### config.mk
export PLATFORM = sky130hd
export DESIGN_NAME = scalar_vector_sequencer
export DESIGN_NICKNAME = d
export VERILOG_FILES = /design/src/rtl/scale_pkg.sv /design/src/rtl/scale_mul16.sv /design/src/rtl/scalar_vector_sequencer.sv
export SDC_FILE = /design/constraint.sdc
export NUM_CORES = 1
export LEC_CHECK = 0
export BUFFER_PORTS_ARGS = -buffer_cell sky130_fd_sc_hd__buf_2
export CAP_MARGIN = 20
export CORE_MARGIN = 2
export CORE_UTILIZATION = 35
export CTS_CLUSTER_SIZE = 40
export DETAILED_ROUTE_END_ITERATION = 10
export HOLD_SLACK_MARGIN = 0.06
export PLACE_DENSITY = 0.5
export SLEW_MARGIN = 20
export SYNTH_ARGS = -nofsm -noshare
export SYNTH_HDL_FRONTEND = slang
export SYNTH_HIERARCHICAL = 1
export SYNTH_SLANG_ARGS = --single-unit
### constraint.sdc
create_clock -name clk -period 7.89 [get_ports clk]
set_clock_uncertainty 0.1 [all_clocks]
set_input_delay 0.3945 -clock clk [delete_from_list [all_inputs] [get_ports clk]]
set_output_delay 0.3945 -clock clk [all_outputs]
set_load 0.005 [all_outputs]
### src/rtl/scale_pkg.sv
// Shared types and fixed-point constants for the alpha scaling sequencer.
package scale_pkg;

    typedef enum logic [1:0] {
        IDLE  = 2'd0,
        RUN   = 2'd1,
        DRAIN = 2'd2
    } state_t;

    localparam int unsigned FRAC_BITS = 16;
    localparam int unsigned DATA_BITS = 16;
    localparam logic [15:0] ROUND_CONST = 16'h8000;

endpackage

### src/rtl/scale_mul16.sv
// Combinational Q8.8 (signed) x Q0.16 (unsigned) multiply, rescaled back to Q8.8.
// ALPHA_ROUND_EN selects round-half-up instead of floor truncation.
module scale_mul16
    import scale_pkg::*;
#(
    parameter int OUT_WIDTH = 32
) (
    input  logic [DATA_BITS-1:0] data,
    input  logic [DATA_BITS-1:0] scalar,
    output logic [OUT_WIDTH-1:0] result
);

    localparam int PROD_BITS = 2 * DATA_BITS + 1;

    logic signed [PROD_BITS-1:0] prod;
    logic signed [PROD_BITS-1:0] adj;
    logic signed [PROD_BITS-1:0] shifted;

    // Zero-extending the scalar keeps it non-negative inside a signed multiply.
    assign prod = $signed(data) * $signed({1'b0, scalar});

`ifdef ALPHA_ROUND_EN
    assign adj = prod + $signed({{(PROD_BITS - DATA_BITS){1'b0}}, ROUND_CONST});
`else
    assign adj = prod;
`endif

    assign shifted = adj >>> FRAC_BITS;
    assign result  = OUT_WIDTH'(shifted);

endmodule

### src/rtl/scalar_vector_sequencer.sv
// Streams a job of Q8.8 elements through one alpha multiplier with valid/ready on both sides.
// Optional macro ALPHA_ROUND_EN switches the multiplier to round-half-up.
module scalar_vector_sequencer
    import scale_pkg::*;
#(
    parameter int WIDTH     = 32,
    parameter int LEN_WIDTH = 10
) (
    input  logic                 clk,
    input  logic                 rst_n,
    input  logic                 cfg_start,
    input  logic [WIDTH-1:0]     cfg_scalar,
    input  logic [LEN_WIDTH-1:0] cfg_len,
    output logic                 busy,
    input  logic                 in_valid,
    output logic                 in_ready,
    input  logic [WIDTH-1:0]     in_data,
    output logic                 out_valid,
    input  logic                 out_ready,
    output logic [WIDTH-1:0]     out_data,
    output logic                 done
);

    state_t                 state;
    logic [DATA_BITS-1:0]   scalar_q;
    logic [LEN_WIDTH-1:0]   remaining;
    logic [WIDTH-1:0]       result;
    logic                   in_fire;
    logic                   out_fire;
    logic                   unused_bits;

    assign unused_bits = ^{in_data[WIDTH-1:DATA_BITS], cfg_scalar[WIDTH-1:DATA_BITS]};

    scale_mul16 #(.OUT_WIDTH(WIDTH)) u_mul (
        .data   (in_data[DATA_BITS-1:0]),
        .scalar (scalar_q),
        .result (result)
    );

    assign busy     = (state != IDLE);
    assign in_ready = (state == RUN) && (remaining != '0) && (!out_valid || out_ready);
    assign in_fire  = in_valid && in_ready;
    assign out_fire = out_valid && out_ready;

    always_ff @(posedge clk or negedge rst_n) begin
        if (!rst_n) begin
            state     <= IDLE;
            scalar_q  <= '0;
            remaining <= '0;
            out_valid <= 1'b0;
            out_data  <= '0;
            done      <= 1'b0;
        end else begin
            done <= 1'b0;
            case (state)
                IDLE: begin
                    if (cfg_start) begin
                        scalar_q  <= cfg_scalar[DATA_BITS-1:0];
                        remaining <= cfg_len;
                        if (cfg_len == '0) begin
                            done <= 1'b1;
                        end else begin
                            state <= RUN;
                        end
                    end
                end
                RUN: begin
                    // A new element overwrites the register in the same cycle the old one drains.
                    if (in_fire) begin
                        out_data  <= result;
                        out_valid <= 1'b1;
                        remaining <= remaining - LEN_WIDTH'(1);
                        if (remaining == LEN_WIDTH'(1)) begin
                            state <= DRAIN;
                        end
                    end else if (out_fire) begin
                        out_valid <= 1'b0;
                    end
                end
                DRAIN: begin
                    if (out_fire) begin
                        out_valid <= 1'b0;
                        done      <= 1'b1;
                        state     <= IDLE;
                    end
                end
                default: state <= IDLE;
            endcase
        end
    end

endmodule
Yosys cells after proc, flatten, opt, wreduce, memory -nomap -nowiden
Index checks and enable logic that the tools add are counted.
{ "word_totals": {"ff_bits": 47} }
{ "op_classes": {"mul": 1, "reduce_logical": 16, "n_eq_ne": 8, "mux": 16, "addsub": 1} }
{ "ops": {"columns": ["op", "n"], "rows": [
  ["16-bit by 17-bit multiplier with 33-bit output", 1],
  ["10-bit two-way mux", 2],
  ["10-bit one-hot mux with 2 select lines", 1],
  ["10-bit by 1-bit == test with 1-bit output, second input constant", 1],
  ["10-bit logical NOT", 1],
  ["2-bit two-way mux", 5],
  ["10-bit nonzero test", 1],
  ["10-bit by 1-bit subtractor with 10-bit output, second input constant", 1],
  ["2-bit != test, second input constant", 4],
  ["2-bit one-hot mux with 3 select lines", 1],
  ["2-bit nonzero test", 3],
  ["1-bit two-way mux", 5],
  ["5-bit AND reduction", 1],
  ["1-bit logical AND", 4],
  ["1-bit one-hot mux with 2 select lines", 2],
  ["2-bit AND reduction", 2],
  ["3-bit AND reduction", 1],
  ["2-bit by 1-bit == test with 1-bit output, second input constant", 1],
  ["2-bit == test, second input constant", 1],
  ["2-bit logical NOT", 1],
  ["2-bit by 1-bit != test with 1-bit output, second input constant", 1],
  ["1-bit logical NOT", 1],
  ["1-bit logical OR", 1]
]} }

Depth between registers and ports, before layout
{ "logic_depth": {"ltp_word": 6, "mapped_depth": 24, "mapped_depth_nobuf": 21} }

Cells and area by module
The synthesis kept the hierarchy.
{ "by_module_without_submodules": {"columns": ["mod", "area_per_inst_um2", "seq_area_each_um2", "cells_each", "instances"], "rows": [
  ["scale_mul16", 8768.4, 0.0, 1011, 1],
  ["scalar_vector_sequencer", 2808.9, 1551.5, 214, 1]
]} }

Worst setup path after synthesis
OpenSTA, ideal clock, no wires.
{ "synth_timing": {"kind": "reg2reg", "from": "register scalar_q[7]", "to": "register out_data[18]", "required_time_ns": 7.665, "stages_incl_launch_ff": 23, "setup_slack_ns": 1.604, "arrival_time_ns": 6.061, "n_path_buf": 2, "period_less_slack_ns": 6.286, "path_cell_list": "dfrtp_1 > clkbuf_1 > nand2_1 > fa_1 > inv_1 > fa_1 > inv_1 > fa_1 > inv_1 > fa_1 > fa_1 > inv_1 > fa_1 > inv_1 > ha_1 > nor2b_1 > a41oi_1 > o41ai_4 > a41o_1 > a221oi_2 > xnor2_1 > buf_4 > mux2_2"} }
{ "synth_between": {"elab_chain_len": 1} }
{ "synth_rtl": {"columns": ["element", "line_no", "text"], "rows": [
  ["start, declared", "scalar_vector_sequencer.sv:25", "logic [DATA_BITS-1:0] scalar_q;"],
  ["start signal, assigned", "scalar_vector_sequencer.sv:58", "scalar_q <= cfg_scalar[DATA_BITS-1:0];"],
  ["16-bit by 17-bit multiplier with 33-bit output", "scale_mul16.sv:20", "assign prod = $signed(data) * $signed({1'b0, scalar});"],
  ["named net result[16]", "scalar_vector_sequencer.sv:27", "logic [WIDTH-1:0] result;"],
  ["end signal, assigned", "scalar_vector_sequencer.sv:70", "out_data <= result;"],
  ["end, declared", "scalar_vector_sequencer.sv:20", "output logic [WIDTH-1:0] out_data,"]
]} }
The timed path passes the listed nets, and every way through them passes these cells.
A chain may end at the register's enable or synchronous reset.

Final worst setup path
{ "layout_timing": {"from": "register scalar_q[10]", "to": "register out_data[15]"} }
Same word-level chain as after synthesis.

==> flow_summary.json <==
{
  "dr_total_vias": 8257,
  "hold_path_class": "input pin to asynchronous set/reset pin",
  "finalCritPeriodShare_pct": 85.56,
  "die_area_um2": 34550,
  "syn_area_per_cell_um2": 9.451,
  "antenna_found_initial": 1,
  "portBuffers": 82,
  "seq_area_frac_synth_pct": 13.40,
  "final_cell_mix": "inv_1 (252), fa_1 (193), nand2_1 (154), ha_1 (126), and2_1 (114)",
  "initialDrtViolationCount": 314,
  "max-cap-violations": 0,
  "drt_first_pass_iters": 4,
  "antennaDiodeCount": 0,
  "worst_slew_pin_slew_ns": 0.9219,
  "crit_required_ns": 8.01,
  "cts_tree": "built",
  "synthCells": 1225,
  "grt.overflow.total": 0,
  "path_clk_slew_ns": 0.05,
  "setup_viol": 0,
  "synth-warning-count": 6,
  "clkLatencyLatePin_ns": 0.33,
  "design.core.area_um2": 32540,
  "numCtsBuffers": 9,
  "cts_setup_buffers": 0,
  "viasPerCell": 4.806,
  "fin_setup_tns_ns": 0,
  "final_common_cell": "inv_1",
  "crit_type": "flop to flop",
  "crit_fanout": 17,
  "nets": 1669,
  "synth-edff-count": 0,
  "status": "finished, final reports clean",
  "cts_hold_buf": 0,
  "track_usage_pct": 17.35,
  "grt_first_pass_wirelength_mm": 46.69,
  "die_h_um": 185.9,
  "layout-drive-gt1-share_pct": 13.71,
  "start_util_pct": 35.58,
  "max_freq_ghz": 0.1481,
  "endpoint_kind": "flop",
  "rsz0062_at_grt": "no",
  "synth_nets": 1623,
  "fin_area_um2": 12640,
  "ios": 115,
  "post_cts_resized": 0,
  "start_kind": "flop",
  "clockRootBuffer": "clkbuf_16",
  "async_flop_share_pct": 100.0,
  "max_slew_margin_pct": 38.54,
  "placed_cell_area_um2": 12340,
  "crit_arrival_ns": 6.87,
  "rows": 66,
  "place.gp.congestion": 0.8224,
  "grt_max_degree": 63,
  "synth_area_um2": 11580,
  "wl_per_cell_um": 16.29,
  "drc": 0,
  "synth_cell_types": 66,
  "min_period_ns": 6.750,
  "hold_viol": 0,
  "die_x_um": 185.9,
  "drt-total-wl_mm": 27.98,
  "cts_buffer_depth": 2,
  "synthFlopType": "dfrtp_1",
  "grt_pass1_vias": 8975,
  "cts_num_sinks": 62,
  "cts.htree.levels": 3,
  "ant_nets": 0,
  "yosys_register_bits": 62,
  "area_delta_synth_final_pct": 9.175,
  "maxSlewViolCount": 0,
  "hpwl_mm": 22.45
}
area by class of cell:
cell class | count | area (um2)
Fill cell | 3422 | 19900
Clock buffer | 13 | 260.3
Tap cell | 442 | 553.0
Inverter | 255 | 957.2
Clock inverter | 3 | 42.54
Timing Repair Buffer | 94 | 520.5
Multi-Input combinational cell | 849 | 8755
Sequential cell | 62 | 1551
sequential cells by signal (all words and copies together) (netlist names):
| signal | flops |
|---|---|
| done | 1 |
| out_data | 32 |
| scalar_q | 16 |
| out_valid | 1 |
| remaining | 10 |
| state | 2 |
critical path: stages, from the launching register on:
cell and delay, ns:
dfrtp_1 0.83, nand2_1 0.17, fa_1 0.54, fa_1 0.47
fa_1 0.54, inv_1 0.06, fa_1 0.49, fa_1 0.50
inv_1 0.05, fa_1 0.48, inv_1 0.05, ha_1 0.31
a21oi_1 0.29, o211ai_1 0.14, a31oi_1 0.14, o21ai_0 0.14
a211oi_1 0.65, o31ai_1 0.20, xor2_1 0.19, mux2_2 0.27
per-layer routing:
layer | track usage [%] | part of all wire (%) | vias to the layer above
met5 | 0 | 0 | -
met4 | 3.906 | 1.8 | 0
met3 | 1.761 | 2.9 | 28
met2 | 30.35 | 50 | 124
met1 | 23.15 | 45 | 4237
li1 | - | - | 3868
path summary, 6_finish.rpt:
path | from | slack, ns | end | cells after the start
setup / recovery | scalar_q[10]$_DFFE_PN0P_ | 1.14 | out_data[15]$_DFFE_PN0P_ | 19
hold / removal | rst_n | 0.12 | remaining[0]$_DFFE_PN0P_ | 2
setup reg to reg | scalar_q[10]$_DFFE_PN0P_ | 1.14 | out_data[15]$_DFFE_PN0P_ | 19
hold reg to reg | out_data[21]$_DFFE_PN0P_ | 0.40 | out_data[21]$_DFFE_PN0P_ | 1
max in group asynchronous | rst_n | 7.03 | scalar_q[0]$_DFFE_PN0P_ | 2
min in group clk | cfg_scalar[8] | 0.20 | scalar_q[8]$_DFFE_PN0P_ | 2
cell families after synthesis:
kind of cell	count (synthesis)	share of synthesized area (%)
adders and majority gates	319	46.99
and+or+nand+nor	346	15.13
muxes	50	4.852
AOI/OAI and AO/OA	116	7.284
buffers and inverters	314	10.98
xor gates and xnor gates	18	1.362
DFF	62	13.40
synthesized netlist by cell type, types with 4 or more instances:
cell type | number | area, um2
inv_1 | 252 | 945.9
fa_1 | 193 | 3864
nand2_1 | 154 | 578.1
ha_1 | 126 | 1577
and2_1 | 114 | 713.2
dfrtp_1 | 62 | 1551
mux2_2 | 48 | 540.5
clkbuf_1 | 36 | 135.1
a21oi_1 | 33 | 165.2
nor2_1 | 20 | 75.07
o21ai_0 | 17 | 85.08
buf_4 | 15 | 112.6
nand2b_1 | 13 | 81.33
a21o_1 | 11 | 82.58
nand3_1 | 10 | 50.05
xnor2_1 | 10 | 87.58
xor2_1 | 8 | 70.07
nor2b_1 | 7 | 43.79
a31oi_1 | 6 | 37.54
and3_1 | 5 | 31.28
nand4_1 | 5 | 31.28
a2bb2oi_1 | 4 | 35.03
nor4_1 | 4 | 25.02
o22a_1 | 4 | 35.03
o22ai_1 | 4 | 25.02
stage by stage:
step	worst slack [ns]	std cells	hold WS [ns]	util (%)
floorplan	1.604	1225	-0.001091	-
global placement	1.099	1701	0.3833	37.83
detailed placement	1.021	1702	0.3879	37.92
CTS	1.128	1718	0.1648	38.85
global route	0.7810	1718	0.1835	38.85
finish	1.140	1718	0.1242	38.85
Power is left out: the tool's default activity adds up to more than one toggle a clock period on the data nets, which glitch-free logic cannot reach.
